**src/rtl/fpu_pkg.sv**
```systemverilog
// Shared constants for the FP op scheduler: opcodes, FSM states and IEEE-754 single-precision
// field positions.
package fpu_pkg;

  localparam int unsigned FP_W     = 32;
  localparam int unsigned SIGN_BIT = 31;
  localparam int unsigned EXP_MSB  = 30;
  localparam int unsigned EXP_LSB  = 23;
  localparam int unsigned FRAC_MSB = 22;
  localparam int unsigned FRAC_LSB = 0;
  localparam int unsigned CNT_W    = 5;

  localparam logic [EXP_MSB-EXP_LSB:0] EXP_INF = 8'hFF;

  localparam logic [1:0] OP_ADD = 2'b00;
  localparam logic [1:0] OP_SUB = 2'b01;
  localparam logic [1:0] OP_MUL = 2'b10;
  localparam logic [1:0] OP_DIV = 2'b11;

  typedef enum logic [1:0] {
    StIdle  = 2'd0,
    StIssue = 2'd1,
    StWait  = 2'd2,
    StResp  = 2'd3
  } state_e;

endpackage

```
**src/rtl/fpu_rr_arb.sv**
```systemverilog
// Two-requester round-robin arbiter; the pointer remembers the last requester served and only
// moves when a grant is actually taken.
module fpu_rr_arb (
  input  logic       i_clk,
  input  logic       i_rst,
  input  logic [1:0] i_valid,
  input  logic       i_accept,
  output logic [1:0] o_grant
);

  logic r_last;

  always_comb begin
    o_grant = 2'b01;
    if (i_valid[1] && (!i_valid[0] || !r_last)) begin
      o_grant = 2'b10;
    end
  end

  always_ff @(posedge i_clk or posedge i_rst) begin
    if (i_rst) begin
      r_last <= 1'b1;
    end else if (i_accept) begin
      r_last <= o_grant[1];
    end
  end

endmodule

```
**src/rtl/fpu_op_sched.sv**
```systemverilog
// Shares one FP datapath between two requesters: arbitrate, issue, wait the op latency, respond.
// Divides by +/-0 are answered directly with a signed infinity and never reach the datapath.
module fpu_op_sched
  import fpu_pkg::*;
#(
  parameter int unsigned LAT_ADDSUB = 2,
  parameter int unsigned LAT_MUL    = 3,
  parameter int unsigned LAT_DIV    = 12
) (
  input  logic            clk,
  input  logic            rst,
  input  logic            req0_valid,
  output logic            req0_ready,
  input  logic [1:0]      req0_op,
  input  logic [FP_W-1:0] req0_a,
  input  logic [FP_W-1:0] req0_b,
  input  logic            req1_valid,
  output logic            req1_ready,
  input  logic [1:0]      req1_op,
  input  logic [FP_W-1:0] req1_a,
  input  logic [FP_W-1:0] req1_b,
  output logic            dp_start,
  output logic [1:0]      dp_op,
  output logic [FP_W-1:0] dp_a,
  output logic [FP_W-1:0] dp_b,
  input  logic [FP_W-1:0] dp_result,
  output logic            rsp_valid,
  input  logic            rsp_ready,
  output logic [FP_W-1:0] rsp_result,
  output logic            rsp_id,
  output logic            rsp_dz
);

  if (LAT_ADDSUB < 1 || LAT_ADDSUB > 31) begin : g_bad_lat_addsub
    $error("fpu_op_sched: LAT_ADDSUB=%0d outside 1..31", LAT_ADDSUB);
  end
  if (LAT_MUL < 1 || LAT_MUL > 31) begin : g_bad_lat_mul
    $error("fpu_op_sched: LAT_MUL=%0d outside 1..31", LAT_MUL);
  end
  if (LAT_DIV < 1 || LAT_DIV > 31) begin : g_bad_lat_div
    $error("fpu_op_sched: LAT_DIV=%0d outside 1..31", LAT_DIV);
  end

  state_e           r_state, w_state_nxt;
  logic [1:0]       r_op, r_dp_op;
  logic [FP_W-1:0]  r_a, r_b, r_dp_a, r_dp_b, r_rsp_result;
  logic             r_id, r_rsp_dz;
  logic [CNT_W-1:0] r_cnt, w_lat_load;

  logic [1:0]      w_valid, w_grant, w_ready;
  logic            w_accept, w_acc_id, w_acc_dz;
  logic [1:0]      w_acc_op;
  logic [FP_W-1:0] w_acc_a, w_acc_b;

  fpu_rr_arb u_arb (
    .i_clk    (clk),
    .i_rst    (rst),
    .i_valid  (w_valid),
    .i_accept (w_accept),
    .o_grant  (w_grant)
  );

  always_comb begin
    w_valid  = {req1_valid, req0_valid};
    w_ready  = (r_state == StIdle && !rst) ? w_grant : 2'b00;
    w_accept = |(w_valid & w_ready);
    w_acc_id = w_grant[1];
    w_acc_op = w_acc_id ? req1_op : req0_op;
    w_acc_a  = w_acc_id ? req1_a : req0_a;
    w_acc_b  = w_acc_id ? req1_b : req0_b;
    // Only exact +/-0 divisors are intercepted; the sign bit is ignored here.
    w_acc_dz = (w_acc_op == OP_DIV) && (w_acc_b[EXP_MSB:0] == '0);
  end

  always_comb begin
    unique case (r_op)
      OP_MUL:  w_lat_load = CNT_W'(LAT_MUL - 1);
      OP_DIV:  w_lat_load = CNT_W'(LAT_DIV - 1);
      default: w_lat_load = CNT_W'(LAT_ADDSUB - 1);
    endcase
  end

  always_comb begin
    w_state_nxt = r_state;
    unique case (r_state)
      StIdle:  if (w_accept) w_state_nxt = w_acc_dz ? StResp : StIssue;
      StIssue: w_state_nxt = StWait;
      StWait:  if (r_cnt == '0) w_state_nxt = StResp;
      StResp:  if (rsp_ready) w_state_nxt = StIdle;
      default: w_state_nxt = StIdle;
    endcase
  end

  always_ff @(posedge clk or posedge rst) begin
    if (rst) begin
      r_state      <= StIdle;
      r_op         <= OP_ADD;
      r_a          <= '0;
      r_b          <= '0;
      r_id         <= 1'b0;
      r_cnt        <= '0;
      r_dp_op      <= OP_ADD;
      r_dp_a       <= '0;
      r_dp_b       <= '0;
      r_rsp_result <= '0;
      r_rsp_dz     <= 1'b0;
    end else begin
      r_state <= w_state_nxt;
      if (w_accept) begin
        r_op <= w_acc_op;
        r_a  <= w_acc_a;
        r_b  <= w_acc_b;
        r_id <= w_acc_id;
        if (w_acc_dz) begin
          r_rsp_result <= {w_acc_a[SIGN_BIT] ^ w_acc_b[SIGN_BIT], EXP_INF,
                           {(FRAC_MSB - FRAC_LSB + 1){1'b0}}};
          r_rsp_dz     <= 1'b1;
        end
      end
      if (r_state == StIssue) begin
        r_cnt   <= w_lat_load;
        r_dp_op <= r_op;
        r_dp_a  <= r_a;
        r_dp_b  <= r_b;
      end else if (r_state == StWait) begin
        r_cnt <= r_cnt - CNT_W'(1);
        if (r_cnt == '0) begin
          r_rsp_result <= dp_result;
          r_rsp_dz     <= 1'b0;
        end
      end
    end
  end

  // Datapath operands come straight from capture during issue, then stay frozen until next issue.
  always_comb begin
    req0_ready = w_ready[0];
    req1_ready = w_ready[1];
    dp_start   = (r_state == StIssue);
    dp_op      = dp_start ? r_op : r_dp_op;
    dp_a       = dp_start ? r_a : r_dp_a;
    dp_b       = dp_start ? r_b : r_dp_b;
    rsp_valid  = (r_state == StResp);
    rsp_result = r_rsp_result;
    rsp_id     = r_id;
    rsp_dz     = r_rsp_dz;
  end

endmodule

```
**config.mk**
```make
export PLATFORM = sky130hd
export DESIGN_NAME = fpu_op_sched
export DESIGN_NICKNAME = d
export VERILOG_FILES = /design/src/rtl/fpu_pkg.sv /design/src/rtl/fpu_rr_arb.sv /design/src/rtl/fpu_op_sched.sv
export SDC_FILE = /design/constraint.sdc
export NUM_CORES = 1
export LEC_CHECK = 0
export CORE_ASPECT_RATIO = 0.6
export CORE_UTILIZATION = 35
export CTS_CLUSTER_DIAMETER = 80
export DETAILED_ROUTE_END_ITERATION = 7
export HOLD_SLACK_MARGIN = 0.1
export PLACE_DENSITY = 0.77
export SLEW_MARGIN = 20
export SYNTH_ARGS = -nofsm -noshare
export SYNTH_HDL_FRONTEND = slang
export SYNTH_SLANG_ARGS = --single-unit
```
**constraint.sdc**
```tcl
create_clock -name clk -period 8.6 [get_ports clk]
set_clock_uncertainty 0.05 [all_clocks]
set_input_delay 1.29 -clock clk [delete_from_list [all_inputs] [get_ports clk]]
set_output_delay 1.29 -clock clk [all_outputs]
set_load 0.03 [all_outputs]
```
==> run_results.csv, run 1 <==
group,metric,value,unit
sta,setup_slack,4.13,ns
die,fp.dieH,115,um
synthesis,syn-instance-count,690,
sta,relSlewSlack,0.330,
synthesis,async_flop_share,1.00,
synthesis,synth_edf_count,0,
synthesis,syn_nets,864,
flow_run,max-cap-violations,0,
critical_path,endpoint,"req1_ready",
grt,antenna_found_initial,1,
clocking,cts-root-buf,"clkbuf_16",
die,die_w,190,um
grt,grt_overflow_total,0,
synthesis,synth_most_common_cell,"dfrtp_1",
detailed_routing,first_pass_iters,5,
synthesis,synth.distinct_cells,42,
die,dieArea,0.0217,sq mm
die,row_count,40,
outcome,status,"completed",
power,p_per_area,411,mW/mm^2
sta,hold_viol,0,
critical_path,reg2reg_depth,8,
place,post-place-ws,4.13,ns
synthesis,synth_seq_cells,174,
layout,fin_cells,1230,
sta,period_minus_slack,4.47,ns
power,power_frac_clock,0.178,
synthesis,synth_area_leaders,"dfrtp_1, mux2_2, nand2_1",
sta,period_share,0.520,
place,place_inst,1196,
grt,grtUsageMet1,0.272,
critical_path,reg2reg_setup_slack,5.16,ns
place,dpl.hpwl,15.6,mm
power,switchingPower,1790,uW
power,ir_worst_vdd,0.000282,V
clocking,cts_sinks,174,
die,core-area,0.0204,sq mm
clocking,htree_num_levels,4,
clocking,cts_tree,"done",
clocking,hold_buffers,0,
synthesis,yosysTopAreaCell,"dfrtp_1",
critical_path,arrival,3.13,ns
detailed_routing,vias,6187,
place,post_dp_cell_area,0.0103,sq mm
detailed_routing,drt_iter0_drc,356,
critical_path,startpoint_type,"input port",
sta,rsz0062_at_grt,"no",
clocking,postCtsSetupBuffers,0,
detailed_routing,viasPerCell,5.03,
detailed_routing,drt-total-wl,22.1,mm
synthesis,seq_area_frac_synth,0.589,
synthesis,yosysTopAreaCellShare,0.586,
synthesis,yosys_warnings,0,
place,gp_congestion,0.842,
critical_path,critical_path_class,"in -> out",
sta,tightest_slew,1.01,ns
power,power_frac_seq,0.317,
sta,fmax,0.224,GHz
detailed_routing,wl_per_cell,17.9,um
critical_path,cp_max_fo,16,
grt,grt_util_met2,0.325,
layout,design_area,0.0109,sq mm
die,initial_utilization,0.363,
layout,n_antenna_cell,0,
critical_path,cp.required,7.26,ns
critical_path,endpoint_kind,"primary output",
grt,grt_pass1_vias,6152,
layout,nets,1118,
grt,grt_pass1_wl,34.4,mm
detailed_routing,ant_nets,0,
synthesis,syn-mean-instance-area,10.7,sq um
sta,finalSetupTns,0,ns
critical_path,crit_start,"req1_valid",
min_path,hold_path.class,"reg -> reg",
sta,finalSetupViolCount,0,
layout,drive_gt1_frac,0.117,
sta,finalMaxSlewViolations,0,
critical_path,r2r_end,"rsp_result[7]$_DFF_PP0_",
clocking,clk_latency,0.43,ns
grt,grtUsageTotal,0.209,
grt,grt_busiest_layer,"met2",
critical_path,reg2reg_from,"r_state[0]$_DFFE_PP0P_",
power,power.internal,2710,uW
synthesis,synth_common_cells,"dfrtp_1, nand2_1, nor2_1",
clocking,cts_max_path_buffers,2,
die,pin_count,273,
grt,use_met3,0.0794,
power,p_leak,0.00452,uW
clocking,cts_buffers,17,
grt,grt_start_max_net_pins,108,
power,swShare,0.398,
synthesis,syn_area,0.00739,sq mm
synthesis,synthFlopType,"dfrtp_1",
place,port_buffers,272,
power,pwr-share-comb,0.506,
clocking,cts_resized,0,
layout,synthToLayoutAreaGrowth,48.0,%
clocking,clk_pin_slew_worst_paths,0.06,ns
layout,utilization,0.537,
detailed_routing,drcViolationCount,0,
## registers in the layout, summed over array words and instances, names as in the netlist, 2 cells and up
signal and count:
rsp_result 32, r_state 2, r_a 32, r_cnt 5, r_b 32, r_dp_b 32, r_dp_op 2, r_dp_a 32
r_op 2
## layout by cell type (no fill, tap or decap), types with 6 or more instances in the layout
cell	netlist	final
clkdlybuf4s50_1	0	272
a22o_1	23	23
nor4_1	12	12
nor2_1	85	85
clkbuf_16	0	17
inv_1	17	16
dfrtp_1	173	173
mux2_2	67	67
a21oi_1	14	14
nand4_1	6	6
a31oi_1	68	68
nand2_1	138	138
## power groups by stage
stage                     clock network (uW)  registers (uW)  logic [uW]
after global placement                     0            1420        2240
after floorplan                            0            1520        1280
after CTS                                816            1430        2290
after global routing                     853            1470        2430
final                                    799            1420        2270
after detailed placement                   0            1440        2280
## kinds of logic (layout without fill, tap and decap cells)
kind of cell	count (synthesis)	after routing	synth area share
flip-flops	174	174	0.589
adder cells (fa/ha/maj)	5	5	0.00846
multiplexers	67	67	0.102
XOR/XNOR	2	2	0.00237
AO/OA/AOI/OAI	122	122	0.114
AND/OR/NAND/NOR	259	259	0.146
buffers and inverters	61	328	0.0377
## area by class of cell
class	count	area, sq um
well taps	273	342
flip-flops and latches	174	4360
clock inverters	8	130
clock buffers	24	472
repair buffers	279	2790
fillers	1763	9430
multi-input cells	455	2780
inverters	17	68.8
## critical path, cell delays in order
cell	delay, ns
clkdlybuf4s50_1	0.50
a21bo_2	0.35
nor2_1	0.20
clkdlybuf4s50_1	0.79
## how the worst min path moves through the flow
stage	startpoint	end	slack [ns]	cells after the start
after floorplan	u_arb.r_last$_DFFE_PP1N_	u_arb.r_last$_DFFE_PP1N_	0.46	1
after global routing	rsp_id$_DFFE_PP0N_	rsp_id$_DFFE_PP0N_	0.46	1
after global placement	rsp_id$_DFFE_PP0N_	rsp_id$_DFFE_PP0N_	0.41	1
after detailed placement	rsp_id$_DFFE_PP0N_	rsp_id$_DFFE_PP0N_	0.42	1
after CTS	rsp_id$_DFFE_PP0N_	rsp_id$_DFFE_PP0N_	0.44	1
final	rsp_id$_DFFE_PP0N_	rsp_id$_DFFE_PP0N_	0.43	1
## through the flow
step                total power, uW  hold slack [ns]
floorplan                      2800            0.458
global placement               3660            0.409
detailed placement             3720            0.424
CTS                            4530            0.438
global route                   4750            0.456
finish                         4500            0.430
## per-layer routing
layer / wire length [um] / vias up
met5: 13 / -
met4: 327 / 2
met3: 2080 / 27
met2: 9950 / 272
met1: 9710 / 2986
li1: - / 2900
No activity file was read; power rests on OpenSTA's default activity.
==> run 2, diff against run 1 <==
--- a/config.mk
+++ b/config.mk
@@ -10,7 +10,7 @@
 export CTS_CLUSTER_DIAMETER = 80
 export DETAILED_ROUTE_END_ITERATION = 7
 export HOLD_SLACK_MARGIN = 0.1
-export PLACE_DENSITY = 0.77
+export PLACE_DENSITY = 0.79
 export SLEW_MARGIN = 20
 export SYNTH_ARGS = -nofsm -noshare
 export SYNTH_HDL_FRONTEND = slang
==> constraint.sdc (replaced) <==
create_clock -name clk -period 3.8 [get_ports clk]
set_clock_uncertainty 0.05 [all_clocks]
set_input_delay 0.57 -clock clk [delete_from_list [all_inputs] [get_ports clk]]
set_output_delay 0.57 -clock clk [all_outputs]
set_load 0.03 [all_outputs]
==> run_results.csv, run 2 (same netlist as run 1, synthesis figures left out) <==
group,metric,value,unit
critical_path,critical_path_class,"reg -> out",
detailed_routing,drcViolationCount,0,
min_path,hold_path_end,"rsp_id$_DFFE_PP0N_",
place,gp_congestion,0.876,
grt,grt_pass1_wl,33.9,mm
min_path,hold_path.class,"reg -> reg",
detailed_routing,first_pass_iters,5,
outcome,status,"completed",
critical_path,startpoint_type,"register",
layout,synthToLayoutAreaGrowth,48.2,%
sta,period_minus_slack,3.44,ns
power,p_per_area,920,mW/mm^2
detailed_routing,drt-total-wl,21.8,mm
clocking,postCtsSetupBuffers,0,
power,power_frac_seq,0.316,
critical_path,reg2reg_from,"r_state[1]$_DFFE_PP0P_",
die,core-area,0.0204,sq mm
power,power.internal,6000,uW
clocking,cts_sinks,174,
sta,finalSetupViolCount,0,
clocking,hold_buffers,0,
clocking,cts_max_path_buffers,2,
grt,grt_overflow_total,0,
grt,grt_pass1_vias,6148,
sta,fmax,0.291,GHz
die,fp.dieH,115,um
sta,rsz0062_at_grt,"no",
critical_path,cp_max_fo,38,
power,switchingPower,4080,uW
detailed_routing,viasPerCell,5.03,
sta,period_share,0.904,
critical_path,reg2reg_depth,6,
clocking,htree_num_levels,4,
sta,finalSetupTns,0,ns
layout,fin_cells,1234,
clocking,clk_pin_slew_worst_paths,0.06,ns
die,row_count,40,
critical_path,r2r_end,"rsp_result[24]$_DFF_PP0_",
critical_path,arrival,2.82,ns
min_path,min_from,"rsp_id$_DFFE_PP0N_",
power,swShare,0.405,
clocking,cts_tree,"done",
power,p_leak,0.00452,uW
critical_path,cp.required,3.18,ns
layout,final_common_cell,"clkdlybuf4s50_1",
clocking,cts_buffers,17,
clocking,cts_resized,0,
place,dpl.hpwl,15.7,mm
sta,finalMaxSlewViolations,0,
sta,whs,0.428,ns
clocking,clk_latency,0.43,ns
sta,setup_slack,0.363,ns
place,port_buffers,272,
power,pwr-share-comb,0.514,
die,die_w,190,um
grt,antenna_found_initial,2,
layout,drive_gt1_frac,0.124,
sta,relSlewSlack,0.409,
place,post-place-ws,0.781,ns
layout,final_cell_mix,"clkdlybuf4s50_1, dfrtp_1, nand2_1",
layout,nets,1121,
grt,grt_start_max_net_pins,69,
power,ir_worst_vdd,0.000569,V
grt,grtUsageTotal,0.206,
place,place_inst,1201,
critical_path,reg2reg_setup_slack,1.28,ns
power,power_frac_clock,0.170,
sta,hold_viol,0,
die,initial_utilization,0.363,
flow_run,max-cap-violations,0,
detailed_routing,ant_nets,0,
sta,tightest_slew,0.886,ns
min_path,hold_depth,1,
detailed_routing,vias,6208,
detailed_routing,wl_per_cell,17.7,um
die,dieArea,0.0217,sq mm
detailed_routing,drt_iter0_drc,318,
critical_path,endpoint_kind,"primary output",
clocking,cts-root-buf,"clkbuf_16",
die,pin_count,273,
-- run 2: changes by cell type in the layout (fill, tap and decap cells not counted), sizes merged --
cell,delta
clkbuf,-5
clkinv,+1
clkinvlp,+5
inv,+1
buf,+3
bufinv,-2
diode,+1
-- run 2: power groups by stage --
stage	sequential, uW	clock (uW)	combinational [uW]
finish	3190	1710	5180
global route	3290	1850	5520
CTS	3200	1760	5240
detailed placement	3230	0	5200
global placement	3190	0	5140
floorplan	3430	0	2900
-- run 2: per-stage QoR --
stage,power (uW),util,instance area (sq um)
after floorplan,6330,-,7400
after global placement,8330,0.510,10400
after detailed placement,8430,0.510,10400
after CTS,10200,0.538,11000
after global routing,10700,0.538,11000
final,10100,0.538,11000
-- run 2: area by class of cell --
class | instances | area, sq um
fill | 1761 | 9410
sequential | 174 | 4360
timing repair buffer | 282 | 2840
multi-input combinational | 455 | 2780
clock buffer | 19 | 443
tap | 273 | 342
clock inverter | 13 | 131
inverter | 17 | 67.6
antenna | 1 | 2.50
-- run 2: worst max-delay path by stage --
stage                                 from                 end  slack [ns]  depth (start not counted)
finish              r_state[1]$_DFFE_PP0P_             dp_a[1]        0.36                          5
CTS                 r_state[1]$_DFFE_PP0P_            dp_a[24]        0.30                          5
detailed placement  r_state[1]$_DFFE_PP0P_             dp_a[2]        0.78                          5
floorplan                              rst  r_a[0]$_DFFE_PP0N_        0.96                          1
global placement    r_state[1]$_DFFE_PP0P_            dp_a[19]        0.80                          5
global route        r_state[1]$_DFFE_PP0P_             dp_a[2]        0.19                          5
-- run 2: routing by layer --
metal | track usage | routed length, um | vias to the layer above
met5 | 0 | 9 | -
met4 | 0.0661 | 204 | 2
met3 | 0.0775 | 2010 | 23
met2 | 0.321 | 9910 | 242
met1 | 0.266 | 9700 | 3030
li1 | - | - | 2911
-- run 2: critical path, cell delays in order (launching register included) --
cell and delay [ns]:
dfrtp_1 0.42, inv_1 0.13, ha_4 0.53, buf_12 0.29, mux2_2 0.39, clkdlybuf4s50_1 0.60
